## config.mk

```make
export PLATFORM = sky130hd
export DESIGN_NAME = hazard_unit_mc
export DESIGN_NICKNAME = d
export VERILOG_FILES = /design/src/rtl/hazard_unit_mc_pkg.sv /design/src/rtl/hazard_unit_mc_fwd_select.sv /design/src/rtl/hazard_unit_mc.sv
export SDC_FILE = /design/constraint.sdc
export NUM_CORES = 1
export LEC_CHECK = 0
export ABC_AREA = 1
export CAP_MARGIN = 25
export CORE_MARGIN = 4
export CORE_UTILIZATION = 41
export DETAILED_ROUTE_END_ITERATION = 10
export PLACE_DENSITY = 0.86
export SYNTH_ARGS = -nofsm -noshare
export SYNTH_HDL_FRONTEND = slang
export SYNTH_SLANG_ARGS = --single-unit
```

## constraint.sdc

```tcl
create_clock -name clk -period 2.3 [get_ports clk]
set_input_delay 0.345 -clock clk [delete_from_list [all_inputs] [get_ports clk]]
set_output_delay 0.345 -clock clk [all_outputs]
set_load 0.005 [all_outputs]
```

## src/rtl/hazard_unit_mc_pkg.sv

```systemverilog
// rtl/hazard_unit_mc_pkg.sv - shared types for the multi-cycle hazard unit
package hazard_unit_mc_pkg;

  // Operand source selected for the EX stage ALU inputs
  typedef enum logic [1:0] {
    FWD_NONE = 2'b00,
    FWD_W    = 2'b01,
    FWD_M    = 2'b10
  } forward_t;

  // Multi-cycle EX unit occupancy tracker
  typedef enum logic {
    MC_IDLE = 1'b0,
    MC_BUSY = 1'b1
  } mc_state_t;

endpackage

```

## src/rtl/hazard_unit_mc_fwd_select.sv

```systemverilog
// rtl/hazard_unit_mc_fwd_select.sv - forwarding source select for one EX operand
module hazard_unit_mc_fwd_select
  import hazard_unit_mc_pkg::*;
#(
  parameter int REG_AW = 5
) (
  input  logic [REG_AW-1:0] rs,
  input  logic [REG_AW-1:0] rd_m,
  input  logic [REG_AW-1:0] rd_w,
  input  logic              reg_write_m,
  input  logic              reg_write_w,
  output forward_t          fwd
);

  // x0 never forwards; the younger result in M wins over W
  always_comb begin
    fwd = FWD_NONE;
    if (rs != '0) begin
      if (reg_write_m && (rs == rd_m)) begin
        fwd = FWD_M;
      end else if (reg_write_w && (rs == rd_w)) begin
        fwd = FWD_W;
      end
    end
  end

endmodule

```

## src/rtl/hazard_unit_mc.sv

```systemverilog
// rtl/hazard_unit_mc.sv - pipeline hazard unit with multi-cycle EX and memory wait
module hazard_unit_mc
  import hazard_unit_mc_pkg::*;
#(
  parameter int REG_AW      = 5,
  parameter int MC_LAT      = 3,
  parameter int MEM_TIMEOUT = 15
) (
  input  logic              clk,
  input  logic              rst,
  input  logic [REG_AW-1:0] rs1_d,
  input  logic [REG_AW-1:0] rs2_d,
  input  logic [REG_AW-1:0] rs1_e,
  input  logic [REG_AW-1:0] rs2_e,
  input  logic [REG_AW-1:0] rd_e,
  input  logic [REG_AW-1:0] rd_m,
  input  logic [REG_AW-1:0] rd_w,
  input  logic              reg_write_m,
  input  logic              reg_write_w,
  input  logic              load_e,
  input  logic              mc_op_e,
  input  logic              pc_src_e,
  input  logic              mem_req_m,
  input  logic              mem_ready_m,
  output forward_t          forward_a_e,
  output forward_t          forward_b_e,
  output logic              stall_f,
  output logic              stall_d,
  output logic              stall_e,
  output logic              stall_m,
  output logic              flush_d,
  output logic              flush_e,
  output logic              flush_m,
  output logic              flush_w,
  output logic              mc_busy,
  output logic              mem_timeout
);

  localparam int   CW    = $clog2(MC_LAT + 1);
  localparam int   WW    = $clog2(MEM_TIMEOUT + 1);
  localparam logic MC_EN = (MC_LAT > 1);

  mc_state_t state_q, state_d;
  logic [CW-1:0] cnt_q, cnt_d;
  logic [WW-1:0] wcnt_q, wcnt_d;
  logic          mem_timeout_q, mem_timeout_d;

  forward_t fwd_a, fwd_b;
  logic     memw, mcs, lu, br, stall_e_int;

  hazard_unit_mc_fwd_select #(.REG_AW(REG_AW)) u_fwd_a (
    .rs          (rs1_e),
    .rd_m        (rd_m),
    .rd_w        (rd_w),
    .reg_write_m (reg_write_m),
    .reg_write_w (reg_write_w),
    .fwd         (fwd_a)
  );

  hazard_unit_mc_fwd_select #(.REG_AW(REG_AW)) u_fwd_b (
    .rs          (rs2_e),
    .rd_m        (rd_m),
    .rd_w        (rd_w),
    .reg_write_m (reg_write_m),
    .reg_write_w (reg_write_w),
    .fwd         (fwd_b)
  );

  // Hazard conditions; load-use and branch only act when EX is free to advance
  always_comb begin
    memw        = mem_req_m & ~mem_ready_m;
    mcs         = ((state_q == MC_IDLE) & mc_op_e & MC_EN) |
                  ((state_q == MC_BUSY) & (cnt_q != CW'(1)));
    stall_e_int = memw | mcs;
    lu          = load_e & (rd_e != '0) & ((rd_e == rs1_d) | (rd_e == rs2_d)) & ~stall_e_int;
    br          = pc_src_e & ~stall_e_int;
  end

  // Multi-cycle FSM next state; a memory wait freezes both state and count
  always_comb begin
    state_d = state_q;
    cnt_d   = cnt_q;
    if (!memw) begin
      case (state_q)
        MC_IDLE: begin
          if (mc_op_e && MC_EN) begin
            state_d = MC_BUSY;
            cnt_d   = CW'(MC_LAT - 1);
          end
        end
        MC_BUSY: begin
          if (cnt_q == CW'(1)) begin
            state_d = MC_IDLE;
            cnt_d   = '0;
          end else begin
            cnt_d = cnt_q - CW'(1);
          end
        end
        default: begin
          state_d = MC_IDLE;
          cnt_d   = '0;
        end
      endcase
    end
  end

  // Consecutive wait-cycle counter and sticky timeout flag
  always_comb begin
    wcnt_d        = '0;
    mem_timeout_d = mem_timeout_q;
    if (memw) begin
      wcnt_d = (wcnt_q == WW'(MEM_TIMEOUT)) ? wcnt_q : wcnt_q + WW'(1);
    end
    if (wcnt_q == WW'(MEM_TIMEOUT)) begin
      mem_timeout_d = 1'b1;
    end
  end

  // State registers
  always_ff @(posedge clk) begin
    if (rst) begin
      state_q       <= MC_IDLE;
      cnt_q         <= '0;
      wcnt_q        <= '0;
      mem_timeout_q <= 1'b0;
    end else begin
      state_q       <= state_d;
      cnt_q         <= cnt_d;
      wcnt_q        <= wcnt_d;
      mem_timeout_q <= mem_timeout_d;
    end
  end

  // Output drive; branch redirect overrides the load-use front-end stall
  always_comb begin
    forward_a_e = FWD_NONE;
    forward_b_e = FWD_NONE;
    stall_f     = 1'b0;
    stall_d     = 1'b0;
    stall_e     = 1'b0;
    stall_m     = 1'b0;
    flush_d     = 1'b0;
    flush_e     = 1'b0;
    flush_m     = 1'b0;
    flush_w     = 1'b0;
    mc_busy     = 1'b0;
    if (!rst) begin
      forward_a_e = fwd_a;
      forward_b_e = fwd_b;
      stall_f     = stall_e_int | (lu & ~br);
      stall_d     = stall_e_int | (lu & ~br);
      stall_e     = stall_e_int;
      stall_m     = memw;
      flush_d     = br;
      flush_e     = br | lu;
      flush_m     = mcs & ~memw;
      flush_w     = memw;
      mc_busy     = (state_q == MC_BUSY);
    end
  end

  assign mem_timeout = mem_timeout_q;

endmodule

```

==> impl_metrics.json <==
{
  "drive_above_1_share_pct": 11.1,
  "die_area_mm2": 0.00326,
  "cp-start-kind": "input pin",
  "timing.final.crit_period_ns": 2.15,
  "worst_path_required_ns": 1.96,
  "syn_to_final_growth_pct": 68.6,
  "crit_path_max_fanout": 4,
  "ys_seq_area_share_pct": 16.2,
  "dr_total_vias": 1325,
  "gr-total-overflow": 0,
  "fin_worst_skew_ns": 0.00451,
  "avg_synthesized_cell_area_um2": 5.50,
  "die_width_um": 57.1,
  "vias_per_cell": 4.87,
  "tightestPinTransition_ns": 0.320,
  "max_slew_margin_pct": 78.5,
  "yosys_register_bits": 8,
  "remaining_drc_errors": 0,
  "initialDrtViolationCount": 34,
  "min_path_type": "reg -> reg",
  "slew_viol_final": 0,
  "detailed_place_hpwl_mm": 2.57,
  "cts_post_setup_buffers_inserted": 0,
  "total_power_mw": 0.478,
  "post_synth_instance_area_um2": 990,
  "pin_count": 58,
  "postLayoutSetupSlackWorst_ns": 0.155,
  "synth.lib_cells_used.distinct": 31,
  "clk_transition_reported_paths_ns": 0.05,
  "h-tree-depth": 1,
  "gp_congestion": 0.868,
  "path_class": "in -> out",
  "timing.critical_path.to_type": "output pin",
  "rows": 17,
  "antenna-diode-count": 0,
  "totalWireLength_mm": 3.09,
  "clock-sinks": 8,
  "netlist_instances": 180,
  "port_buffers": 57,
  "maxCapViolCount": 0,
  "fillers": 192,
  "drt_first_pass_iters": 4,
  "outcome": "finished clean",
  "placedInstanceArea_mm2": 0.00162,
  "timing.final.hold_violations": 0,
  "post-place-ws_ns": -0.111,
  "fin_crit_sh_pct": 93.3,
  "finalInstanceArea_mm2": 0.00167,
  "ff2ff_setup_slack_ns": 1.08,
  "clk-insertion-delay-late_ns": 0.25,
  "power_per_cell_area_mw_per_mm2": 286,
  "cts_root_buf": "clkbuf_4",
  "antenna_found_initial": 0,
  "die_height_um": 57.1,
  "synthesis.nets": 226,
  "wire_length_of_the_first_global_routing_pass_mm": 5.08,
  "cts_tree": "done",
  "total_leakage_power_nw": 0.966,
  "warnings_synthesis": 0,
  "floorplan.initialDensity_pct": 43.9,
  "cts-root-to-sink-buffers": 2,
  "achievable_frequency_ghz": 0.466,
  "largest_net_degree_at_the_start_of_global_routing": 8,
  "nets": 292,
  "synth_ff_type": "dfxtp_1",
  "grt_use_total_pct": 18.5,
  "tritoncts.num_buffers": 3,
  "first_global_vias": 1296,
  "postRouteAntennaNets": 0,
  "ys_async_sr_fraction_pct": 0,
  "synth_enable_flop_cells": 0,
  "grt_setup_unrepaired": "false",
  "worst_ir_drop_vdd_v": 0.000282,
  "layout.core_utilization_pct": 74.0,
  "drt-wirelength-per-cell_um": 11.4,
  "setup_viol_count_final": 0,
  "core_mm2": 0.00225,
  "timing.critical_path.arrival_ns": 1.80
}
-- sequential cells by signal, indices dropped and copies added, names as in the netlist --
signal / cells
cnt_q: 2
wcnt_q: 4
mem_timeout: 1
state_q: 1
-- report_power, final --
part           leakage, nW  switching [mW]  total, mW  internal, mW
Clock               0.0138          0.0443      0.104        0.0595
Sequential          0.0654         0.00448      0.149         0.145
Combinational        0.887          0.0998      0.224         0.125
Total                0.966           0.148      0.478         0.329
-- through the flow --
step	instances	TNS (ns)	hold slack (ns)
3_3_place_gp	269	-0.0862	0.448
5_1_grt	272	0	0.491
3_5_place_dp	269	-0.214	0.456
6_report	272	0	0.465
2_1_floorplan	180	0	0.433
4_1_cts	272	0	0.463
-- cells in the mapped netlist, types with 2 or more instances --
| library cell | count | share of area [%] |
|---|---|---|
| nor3_1 | 7 | 3.5 |
| nand2_1 | 43 | 16 |
| inv_1 | 37 | 14 |
| nand2_2 | 2 | 1.3 |
| xnor2_1 | 4 | 3.5 |
| inv_2 | 5 | 1.9 |
| ha_1 | 2 | 2.5 |
| nand3_1 | 8 | 4.0 |
| o22ai_1 | 6 | 3.8 |
| nand4_1 | 3 | 1.9 |
| dfxtp_1 | 8 | 16 |
| o21ai_0 | 7 | 3.5 |
| nor2_1 | 20 | 7.6 |
| buf_4 | 2 | 1.5 |
| o21ai_1 | 3 | 1.5 |
| a21oi_1 | 8 | 4.0 |
-- path summary, 6_finish.rpt --
check,to,cells past startpoint,start
worst min-delay path,cnt_q[1],2,cnt_q[1]
worst min register to register,cnt_q[1],2,cnt_q[1]
worst max-delay path,flush_m,7,mem_ready_m
worst max register to register,wcnt_q[0],5,wcnt_q[0]
-- critical path, cell delays in order --
cell and delay (ns):
clkdlybuf4s50_1 0.45, inv_1 0.03, nand2_1 0.08, buf_4 0.14, inv_1 0.05, nor3_1 0.17, clkdlybuf4s50_1 0.53
-- cell type report --
type	instances	area [µm²]	area share, %
repair buffers	64	643	38.5
multi-input cells	125	642	38.5
inverters	44	166	9.97
flip-flops and latches	8	160	9.60
well taps	28	35.0	2.10
clock buffers	3	22.5	1.35
-- per-layer routing --
metal	vias to the layer above	wire (µm)	share of wire [%]	track usage, %
met2	39	1580	51	36.2
met4	0	0	0	5.96
met3	0	176	5.7	1.58
li1	696	-	-	-
met1	590	1330	43	20.7
met5	-	0	0	0
-- cell families (layout without fill, tap and decap cells) --
family / Yosys count / after routing / synth area share [%]
fa+ha+maj: 2 / 2 / 2.53
xor+xnor: 5 / 5 / 4.42
compound gates: 31 / 31 / 19.0
buf+inv: 47 / 111 / 19.5
flops: 8 / 8 / 16.2
simple gates: 87 / 87 / 38.4
-- layout by cell type (no fill, tap or decap), drive strengths merged --
cell / count
a31oi: 1
ha: 2
clkbuf: 3
a211oi: 2
a21oi: 9
xnor2: 4
nand4: 3
dlygate4sd2: 6
nor3b: 1
clkdlybuf4s50: 40
or2: 1
clkinv: 2
xor2: 1
dfxtp: 8
o21a: 1
buf: 7
nor3: 7
o221ai: 1
nand3: 8
inv: 42
nand2: 45
dlymetal6s2s: 11
o22ai: 6
nor4: 1
nor2: 21
o21ai: 11
-- timing repair --
item	in CTS	in global routing
endpoints found under the setup margin	4	5
gates resized for setup	6	13
pin swaps	0	2
endpoints found under the hold margin	0	0
hold buffers	0	0
(Power assumes the default switching activity.)
